File: src/rtl/seg_scan_ctrl_pkg.sv
// ---------------------------------------------------------------------------
// seg_scan_ctrl_pkg
// Shared constants for the multiplexed seven-segment scan controller:
// the BCD digit width, the all-segments-off pattern and the two scan
// state encodings used by the per-slot FSM.
// No ports (package).
// ---------------------------------------------------------------------------
package seg_scan_ctrl_pkg;

    // Width of one packed BCD digit
    localparam int DIGIT_W = 4;

    // Segment pattern with every segment (and the decimal point) dark
    localparam logic [7:0] SEG_BLANK = 8'h00;

    // Per-slot scan states: anti-ghosting blank window, then the lit digit
    localparam logic [0:0] ST_BLANK = 1'b0;
    localparam logic [0:0] ST_SHOW  = 1'b1;

endpackage

File: src/rtl/seg_scan_ctrl_bcd_decoder.sv
// ---------------------------------------------------------------------------
// seg_scan_ctrl_bcd_decoder
// Purely combinational BCD to seven-segment decoder, active-high segments,
// output ordered {dp,g,f,e,d,c,b,a}. Codes 10..15 decode to all-off and the
// decimal point is never lit.
// Ports:
//   bcd_i  in  4  BCD digit code
//   seg_o  out 8  segment pattern {dp,g..a}
// ---------------------------------------------------------------------------
module seg_scan_ctrl_bcd_decoder
    import seg_scan_ctrl_pkg::*;
(
    input  logic [DIGIT_W-1:0] bcd_i,
    output logic [7:0]         seg_o
);

    // Classic segment table; anything outside 0..9 is shown as dark
    always_comb begin
        seg_o = SEG_BLANK;
        case (bcd_i)
            4'd0:    seg_o = 8'h3F;
            4'd1:    seg_o = 8'h06;
            4'd2:    seg_o = 8'h5B;
            4'd3:    seg_o = 8'h4F;
            4'd4:    seg_o = 8'h66;
            4'd5:    seg_o = 8'h6D;
            4'd6:    seg_o = 8'h7D;
            4'd7:    seg_o = 8'h07;
            4'd8:    seg_o = 8'h7F;
            4'd9:    seg_o = 8'h6F;
            default: seg_o = SEG_BLANK;
        endcase
    end

endmodule

File: src/rtl/seg_scan_ctrl.sv
// ---------------------------------------------------------------------------
// seg_scan_ctrl
// Time-multiplexes NUM_DIGITS BCD digits through one shared decoder onto a
// common-segment display. New values are double-buffered behind a
// valid/ready handshake and only swapped in at a frame boundary, so a frame
// never shows a mix of old and new digits. Each digit slot starts with a
// short window where all digit enables are off to avoid ghosting, and
// leading zeros can optionally be blanked.
// Ports:
//   clk         in   1              system clock
//   reset       in   1              synchronous, active-high reset
//   i_valid     in   1              load request, taken when i_valid & o_ready
//   o_ready     out  1              shadow register free (no update pending)
//   i_value     in   4*NUM_DIGITS   packed BCD, [3:0] is digit 0
//   i_blank_lz  in   1              blank leading zeros (used live)
//   o_seg       out  8              segments of the current digit {dp,g..a}
//   o_digit_en  out  NUM_DIGITS     one-hot digit enable, 0 in blank window
//   o_frame     out  1              pulse with the first output of digit 0
// ---------------------------------------------------------------------------
module seg_scan_ctrl
    import seg_scan_ctrl_pkg::*;
#(
    parameter int NUM_DIGITS   = 4,
    parameter int SLOT_CYCLES  = 1000,
    parameter int BLANK_CYCLES = 2
) (
    input  logic                          clk,
    input  logic                          reset,
    input  logic                          i_valid,
    output logic                          o_ready,
    input  logic [DIGIT_W*NUM_DIGITS-1:0] i_value,
    input  logic                          i_blank_lz,
    output logic [7:0]                    o_seg,
    output logic [NUM_DIGITS-1:0]         o_digit_en,
    output logic                          o_frame
);

    localparam int CNT_W = (SLOT_CYCLES > 1) ? $clog2(SLOT_CYCLES) : 1;
    localparam int IDX_W = $clog2(NUM_DIGITS);
    localparam int VAL_W = DIGIT_W * NUM_DIGITS;

    localparam logic [CNT_W-1:0] SLOT_LAST  = CNT_W'(SLOT_CYCLES - 1);
    localparam logic [CNT_W-1:0] BLANK_LAST =
        CNT_W'((BLANK_CYCLES > 0) ? BLANK_CYCLES - 1 : 0);
    localparam logic [IDX_W-1:0] DIGIT_LAST = IDX_W'(NUM_DIGITS - 1);
    localparam logic [0:0]       ST_FIRST   = (BLANK_CYCLES == 0) ? ST_SHOW : ST_BLANK;

    logic [CNT_W-1:0]      slotCnt_q,  slotCnt_d;
    logic [IDX_W-1:0]      digitIdx_q, digitIdx_d;
    logic [0:0]            state_q,    state_d;
    logic [VAL_W-1:0]      shadow_q,   shadow_d;
    logic [VAL_W-1:0]      active_q,   active_d;
    logic                  pending_q,  pending_d;
    logic [7:0]            seg_q,      seg_d;
    logic [NUM_DIGITS-1:0] digitEn_q,  digitEn_d;
    logic                  frame_q,    frame_d;
    logic                  ready_q,    ready_d;

    logic                  slotWrap;
    logic                  frameStart;
    logic                  accept;
    logic                  transfer;
    logic [VAL_W-1:0]      dispValue;
    logic [DIGIT_W-1:0]    curDigit;
    logic                  suppress;
    logic [NUM_DIGITS-1:0] oneHot;
    logic [7:0]            decSeg;

    // Slot timing, digit rotation and the per-slot blank/show FSM.
    // The FSM state always mirrors whether slotCnt_q is inside the blank
    // window; with no window it simply never leaves SHOW.
    always_comb begin
        slotWrap   = (slotCnt_q == SLOT_LAST);
        frameStart = (slotCnt_q == '0) && (digitIdx_q == '0);

        slotCnt_d  = slotWrap ? '0 : slotCnt_q + 1'b1;
        digitIdx_d = digitIdx_q;
        if (slotWrap) begin
            digitIdx_d = (digitIdx_q == DIGIT_LAST) ? '0 : digitIdx_q + 1'b1;
        end

        state_d = state_q;
        if (BLANK_CYCLES == 0) begin
            state_d = ST_SHOW;
        end else if (slotWrap) begin
            state_d = ST_BLANK;
        end else if ((state_q == ST_BLANK) && (slotCnt_q == BLANK_LAST)) begin
            state_d = ST_SHOW;
        end
    end

    // Load handshake and double buffer. A pending value is promoted at the
    // frame boundary and is already used for decoding in that same cycle,
    // so the first digit of the frame shows the new value. ready is low
    // whenever something is pending, so a load can never collide with a
    // transfer; a load taken in the boundary cycle waits a whole frame.
    always_comb begin
        accept    = i_valid && ready_q;
        transfer  = frameStart && pending_q;

        shadow_d  = accept   ? i_value  : shadow_q;
        active_d  = transfer ? shadow_q : active_q;
        pending_d = pending_q;
        if (transfer) begin
            pending_d = 1'b0;
        end else if (accept) begin
            pending_d = 1'b1;
        end
        ready_d   = ~pending_d;

        dispValue = transfer ? shadow_q : active_q;
    end

    // Digit selection and leading-zero mask. Walking from the top digit
    // down, a digit is a leading zero while every digit above it (and
    // itself) is zero; digit 0 is never treated as one. Codes 10..15 are
    // non-zero here, so they stop the run of leading zeros.
    always_comb begin
        logic allZero;
        allZero  = 1'b1;
        curDigit = '0;
        suppress = 1'b0;
        oneHot   = '0;
        for (int k = NUM_DIGITS - 1; k >= 0; k--) begin
            allZero = allZero && (dispValue[k*DIGIT_W +: DIGIT_W] == '0);
            if (digitIdx_q == IDX_W'(k)) begin
                curDigit  = dispValue[k*DIGIT_W +: DIGIT_W];
                suppress  = i_blank_lz && allZero && (k != 0);
                oneHot[k] = 1'b1;
            end
        end
    end

    seg_scan_ctrl_bcd_decoder u_decoder (
        .bcd_i (curDigit),
        .seg_o (decSeg)
    );

    // Output stage: everything the pins see comes straight from a flop.
    // Segments are driven during the blank window too, so they have
    // settled before the digit enable turns on.
    always_comb begin
        seg_d     = suppress ? SEG_BLANK : decSeg;
        digitEn_d = (state_q == ST_SHOW) ? oneHot : '0;
        frame_d   = frameStart;
    end

    // State and output registers with synchronous reset; reset drops any
    // pending update and restarts the scan at digit 0.
    always_ff @(posedge clk) begin
        if (reset) begin
            slotCnt_q  <= '0;
            digitIdx_q <= '0;
            state_q    <= ST_FIRST;
            shadow_q   <= '0;
            active_q   <= '0;
            pending_q  <= 1'b0;
            seg_q      <= SEG_BLANK;
            digitEn_q  <= '0;
            frame_q    <= 1'b0;
            ready_q    <= 1'b1;
        end else begin
            slotCnt_q  <= slotCnt_d;
            digitIdx_q <= digitIdx_d;
            state_q    <= state_d;
            shadow_q   <= shadow_d;
            active_q   <= active_d;
            pending_q  <= pending_d;
            seg_q      <= seg_d;
            digitEn_q  <= digitEn_d;
            frame_q    <= frame_d;
            ready_q    <= ready_d;
        end
    end

    assign o_seg      = seg_q;
    assign o_digit_en = digitEn_q;
    assign o_frame    = frame_q;
    assign o_ready    = ready_q;

endmodule
File: config.mk
export PLATFORM = sky130hd
export DESIGN_NAME = seg_scan_ctrl
export DESIGN_NICKNAME = d
export VERILOG_FILES = /design/src/rtl/seg_scan_ctrl_pkg.sv /design/src/rtl/seg_scan_ctrl_bcd_decoder.sv /design/src/rtl/seg_scan_ctrl.sv
export SDC_FILE = /design/constraint.sdc
export NUM_CORES = 1
export LEC_CHECK = 0
export ABC_AREA = 1
export CORE_ASPECT_RATIO = 0.7
export CORE_MARGIN = 2
export CORE_UTILIZATION = 50
export DETAILED_ROUTE_END_ITERATION = 12
export PLACE_DENSITY = 0.73
export SYNTH_ARGS = -nofsm -noshare
export SYNTH_HDL_FRONTEND = slang
export SYNTH_SLANG_ARGS = --single-unit
File: constraint.sdc
create_clock -name clk -period 3.2 [get_ports clk]
set_input_delay 0.32 -clock clk [delete_from_list [all_inputs] [get_ports clk]]
set_output_delay 0.32 -clock clk [all_outputs]
set_load 0.1 [all_outputs]
* After elaboration in Yosys (flattened, before gate mapping)
Memories as Yosys holds them, arrays and structs flattened. A register that Yosys moved wholly into a read port is not among the register bits.
Index checks and enable logic that the tools add are counted.
** Operators by class
- Shift-type cells :: 0
- Muxes and demuxes :: 16
- Bitwise gates (word level) :: 2
- Magnitude comparators :: 0
- Divide/modulo/power cells :: 0
- Reductions and logical operators :: 17
- Eq/ne operators :: 5
- Add/subtract/negate cells :: 2
- Multipliers :: 0
** Operators by type and width (number)
- 16-bit two-way mux :: 1
- 4-bit two-way mux :: 4
- 4-bit zero test :: 3
- 10-bit by 1-bit adder with 10-bit output, second input constant :: 1
- 10-bit by 1-bit equality test with 1-bit output, second input constant :: 1
- 10-bit equality test, second input constant :: 1
- 10-bit zero test :: 1
- 1-bit two-way mux :: 10
- 1-bit logical AND :: 9
- 2-bit OR reduction :: 3
- 2-bit equality test, second input constant :: 2
- 2-bit by 1-bit adder with 2-bit output, second input constant :: 1
- 2-bit by 1-bit equality test with 1-bit output, second input constant :: 1
- 2-bit zero test :: 1
- 2-bit two-way mux :: 1
- 1-bit inverter :: 2
** Word-level totals
- Latch bits :: 0
- Output and inout bits :: 14
- Input port bits :: 20
- Register bits after elaboration :: 60
- Memories :: 1
- Bits in writable memories :: 0
- Bits in read-only memories :: 112
** Memories
- (name not given) :: words 16, bits a word 7, read ports 1, clocked after memory_dff 1, write ports 0, line seg_scan_ctrl_bcd_decoder.sv:20 : case (bcd_i)

* Longest topological paths before layout
- Depth after elaboration :: 11
- Depth in mapped cells :: 18
- Depth with buffers taken out :: 18

* Modules after synthesis
A second synthesis with hierarchy kept.
** Unflattened totals
- Cell total of the unflattened synthesis :: 365
- Area, all modules :: 2717.6 µm²
** By module, submodules not included
- seg_scan_ctrl :: cells each 324, sequential area each 1201.2 µm², times used 1, area an instance 2496.1 µm²
- seg_scan_ctrl_bcd_decoder :: cells each 41, sequential area each 0.0 µm², times used 1, area an instance 221.5 µm²

* Least setup slack after synthesis
Ideal clock, no wire load.
- Kind :: flip-flop to flip-flop
- Start :: register digitIdx_q[0]
- End :: register seg_q[3] (netlist: o_seg[3])
- Required time :: 3.138 ns
- Cell stages (with the launch flop) :: 19
- Path buffers :: 1
- Data arrival time :: 2.290 ns
- Period minus slack after synthesis :: 2.352 ns
- Slack :: 0.848 ns
- Cells stage by stage :: dfxtp_1 > inv_1 > ha_1 > nand2_1 > inv_2 > nand3_4 > buf_6 > nand2_2 > nand2_2 > nand2_1 > o21ai_0 > nand2_1 > nand3_1 > nand2_1 > inv_1 > ha_1 > nor2_1 > nor2_1 > nor2_2
** Between the ends
- Cells in the longest elaborated chain, start to end :: 11
** RTL lines
- start, declared :: line seg_scan_ctrl.sv:49 : logic [IDX_W-1:0] digitIdx_q, digitIdx_d;
- start signal, assigned :: line seg_scan_ctrl.sv:164 : digitIdx_q <= digitIdx_d;
- 2-bit zero test :: line seg_scan_ctrl.sv:74, seg_scan_ctrl.sv:126
- 1-bit logical AND :: line seg_scan_ctrl.sv:74 : frameStart = (slotCnt_q == '0) && (digitIdx_q == '0);
- 1-bit logical AND :: line seg_scan_ctrl.sv:99 : transfer = frameStart && pending_q;
- 16-bit two-way mux :: line seg_scan_ctrl.sv:111 : dispValue = transfer ? shadow_q : active_q;
- 4-bit zero test :: line seg_scan_ctrl.sv:125 : allZero = allZero && (dispValue[k*DIGIT_W +: DIGIT_W] == '0);
- 1-bit logical AND (on tied branches) :: line seg_scan_ctrl.sv:128, seg_scan_ctrl.sv:125
- 1-bit two-way mux (tied with other cells) :: line seg_scan_ctrl.sv:126 : if (digitIdx_q == IDX_W'(k)) begin
- 1-bit two-way mux or 1-bit logical AND (tied branches) :: line seg_scan_ctrl.sv:126, seg_scan_ctrl.sv:128
- 1-bit two-way mux (2 in a row) :: line seg_scan_ctrl.sv:126
- 2-bit OR reduction (no line)
- end, declared :: line seg_scan_ctrl.sv:54 : logic [7:0] seg_q, seg_d;
Parallel ways exist; a longest one is shown, timed or not.
A chain may end at the register's enable or synchronous reset.

* Worst setup path in the final report
Ends and elaborated chain as after synthesis.

==> impl_metrics.py <==
metrics = {
    "worst_setup_path": {
        "end_kind": "flip-flop",
        "critical_path_peak_fanout": 9,
        "crit_type": "reg -> reg",
        "start_kind": "flip-flop",
        "crit_arrival_ns": 2.96,
        "cp.required_ns": 3.48,
    },
    "timing": {
        "layout_min_cycle_time_ns": 2.680,
        "setup_viol": 0,
        "fin_worst_skew_ns": 0.006616,
        "rsz0062_at_grt": "no",
        "slew_violations": 0,
        "worst_slack_ns": 0.5195,
        "fin_crit_sh_pct": 83.77,
        "tightest_slew_ns": 0.9730,
        "max_freq_ghz": 0.3731,
        "hold_viol": 0,
        "max_slew_margin_pct": 34.93,
        "fin_setup_tns_ns": 0,
    },
    "clocking": {
        "root_buffer": "clkbuf_8",
        "clock-sinks": 59,
        "clockBufferDepth": 2,
        "clkLatencyLatePin_ns": 0.34,
        "cts_made_buffers": 9,
        "clkTransAtPathRegs_ns": 0.07,
        "cts_resized": 0,
        "cts_tree": "yes",
        "htree_num_levels": 3,
    },
    "synth": {
        "synthFlopType": "dfxtp_1",
        "synthMuxAreaShare_pct": 0.3570,
        "syn_avg_cell_area_um2": 7.619,
        "yosys_warnings": 0,
        "synth-seq-area-share_pct": 42.12,
        "synthSimpleGateAreaFrac_pct": 32.53,
        "async_flop_share_pct": 0,
        "synthesis.area_mm2": 0.002804,
        "yosysUniqueCellTypes": 41,
        "synth_top_family_by_area": "simple AND/OR/NAND/NOR gates",
        "synth-edff-count": 0,
        "syn_nets": 401,
        "synthAdderAreaFrac_pct": 5.801,
        "synth_compound_area_share_pct": 9.594,
        "postSynthCellCount": 368,
        "synth-xor-area-share_pct": 0.6247,
        "ys_ff_latch": 59,
    },
    "floorplan": {
        "die_area_mm2": 0.006233,
        "chipWidth_um": 93.51,
        "start_util_pct": 52.78,
        "dieHeight_um": 66.66,
        "io_pins": 34,
        "num_rows": 22,
        "core_mm2": 0.005313,
    },
    "route": {
        "ant_nets": 0,
        "routed_wl_mm": 5.759,
        "dr.first_iter.drc_count": 126,
        "drc": 0,
        "wire_per_inst_um": 11.83,
        "routed_via_density": 4.789,
        "vias": 2332,
        "firstDrtPassIters": 4,
    },
    "global_routing": {
        "track_usage_pct": 21.04,
        "grt_max_degree": 26,
        "grt_pass1_wl_mm": 9.715,
        "antenna_found_initial": 0,
        "overflow": 0,
        "first_global_vias": 2086,
    },
    "finish": {
        "final_cell_mix": "59 x dfxtp_1, 58 x nor2_1, 55 x nand2_1",
        "final_core_util_pct": 64.55,
        "final_nets": 443,
        "antenna_cells": 0,
        "syn2layout_area_growth_pct": 22.31,
        "stdcell_area_mm2": 0.003430,
        "final_common_cell": "dfxtp_1",
        "drive_above_1_share_pct": 15.90,
    },
    "placement": {
        "io_buffer_count": 32,
        "placed_area_mm2": 0.003183,
        "gp_congestion": 0.9125,
        "hpwl_mm": 4.313,
        "dp_slack_ns": 0.4509,
    },
    "power": {
        "p_leak_uw": 0.001479,
        "vdd_drop_max_uv": 319.8,
        "powerDensity_mw_per_mm2": 540.8,
    },
    "run_status": {
        "status": "completed",
    },
    "run": {
        "maxCapViolations": 0,
    },
    "min_path": {
        "hp-class": "reg -> reg",
    },
}
[final cells by class]
cell class | instances | area [um2]
fill | 465 | 1883
timing repair buffer | 42 | 395.4
sequential | 59 | 1181
inverter | 49 | 186.4
clock buffer | 10 | 137.6
clock inverter | 6 | 63.81
multi-input combinational | 249 | 1375
tap | 72 | 90.09
[flip-flops by register name (all words and copies together), names as in the netlist]
| signal | count |
|---|---|
| o_seg | 7 |
| state_q | 1 |
| o_ready | 1 |
| digitIdx_q | 2 |
| slotCnt_q | 10 |
| o_frame | 1 |
| shadow_q | 16 |
| pending_q | 1 |
| active_q | 16 |
| o_digit_en | 4 |
[kinds of logic (layout without fill, tap and decap cells)]
| family | count (synthesis) | after routing |
|---|---|---|
| muxes | 1 | 1 |
| buffers and inverters | 60 | 107 |
| other | 1 | 1 |
| xor gates and xnor gates | 2 | 2 |
| and+or+nand+nor | 184 | 184 |
| adders and majority gates | 13 | 13 |
| AOI/OAI and AO/OA | 48 | 48 |
| DFF | 59 | 59 |
[path summary, 6_finish.rpt]
path                      start          end  slack, ns  depth (start not counted)
hold / removal      active_q[4]  active_q[4]       0.47                          2
setup / recovery  digitIdx_q[0]     o_seg[3]       0.52                         18
setup reg to reg  digitIdx_q[0]     o_seg[3]       0.52                         18
hold reg to reg     active_q[4]  active_q[4]       0.47                          2
[cells in the mapped netlist (all sizes together) (4+ instances only)]
cell type,count,area [um2]
a21oi,22,128.9
o21ai,22,110.1
buf,4,35.03
ha,13,162.7
or2,4,25.03
nand2,71,331.6
nand4,11,68.82
clkbuf,7,26.28
dfxtp,59,1181
inv,48,182.7
nand3,23,142.6
nor2,68,299.0
[where the power goes]
| part | leakage, uW | total, uW | internal (uW) | switching [uW] |
|---|---|---|---|---|
| registers | 0.000484 | 805 | 782 | 23.1 |
| clock network | 0.0000987 | 681 | 380 | 301 |
| logic | 0.000896 | 369 | 118 | 250 |
[layer usage]
metal  GRT usage (%)  wire length, um
met2           28.69             2186
met5               0                0
met3           8.258              448
met4           8.088              102
met1           29.51             3022
[worst max-delay path, stage by stage, from the launching register on]
cell and delay [ns]:
dfxtp_1 0.33, inv_1 0.12, ha_1 0.26, nand2_1 0.11, inv_2 0.17, nand3_4 0.15, buf_4 0.19, nand2_2 0.06
nand2_2 0.06, nand2_1 0.05, o21ai_0 0.08, nand2_1 0.06, nand3_1 0.07, nand2_1 0.19, inv_1 0.09, ha_1 0.29
nor2_1 0.17, nor2_1 0.08, nor2_2 0.09
[stage by stage]
| step | total power [uW] | std cells | hold slack [ns] |
|---|---|---|---|
| 5_1_grt | 1941 | 487 | 0.5017 |
| 2_1_floorplan | 1091 | 368 | 0.4302 |
| 3_5_place_dp | 1178 | 465 | 0.4654 |
| 4_1_cts | 1861 | 481 | 0.4766 |
| 3_3_place_gp | 1174 | 465 | 0.4513 |
| 6_report | 1855 | 487 | 0.4730 |
[what timing repair did]
item / in CTS / in global routing
hold buffers: 0 / 0
endpoints found under the hold margin: 0 / 0
setup endpoints to repair: 0 / 1
buffers inserted: 0 / 6
Power figures use the tool's default switching activity.
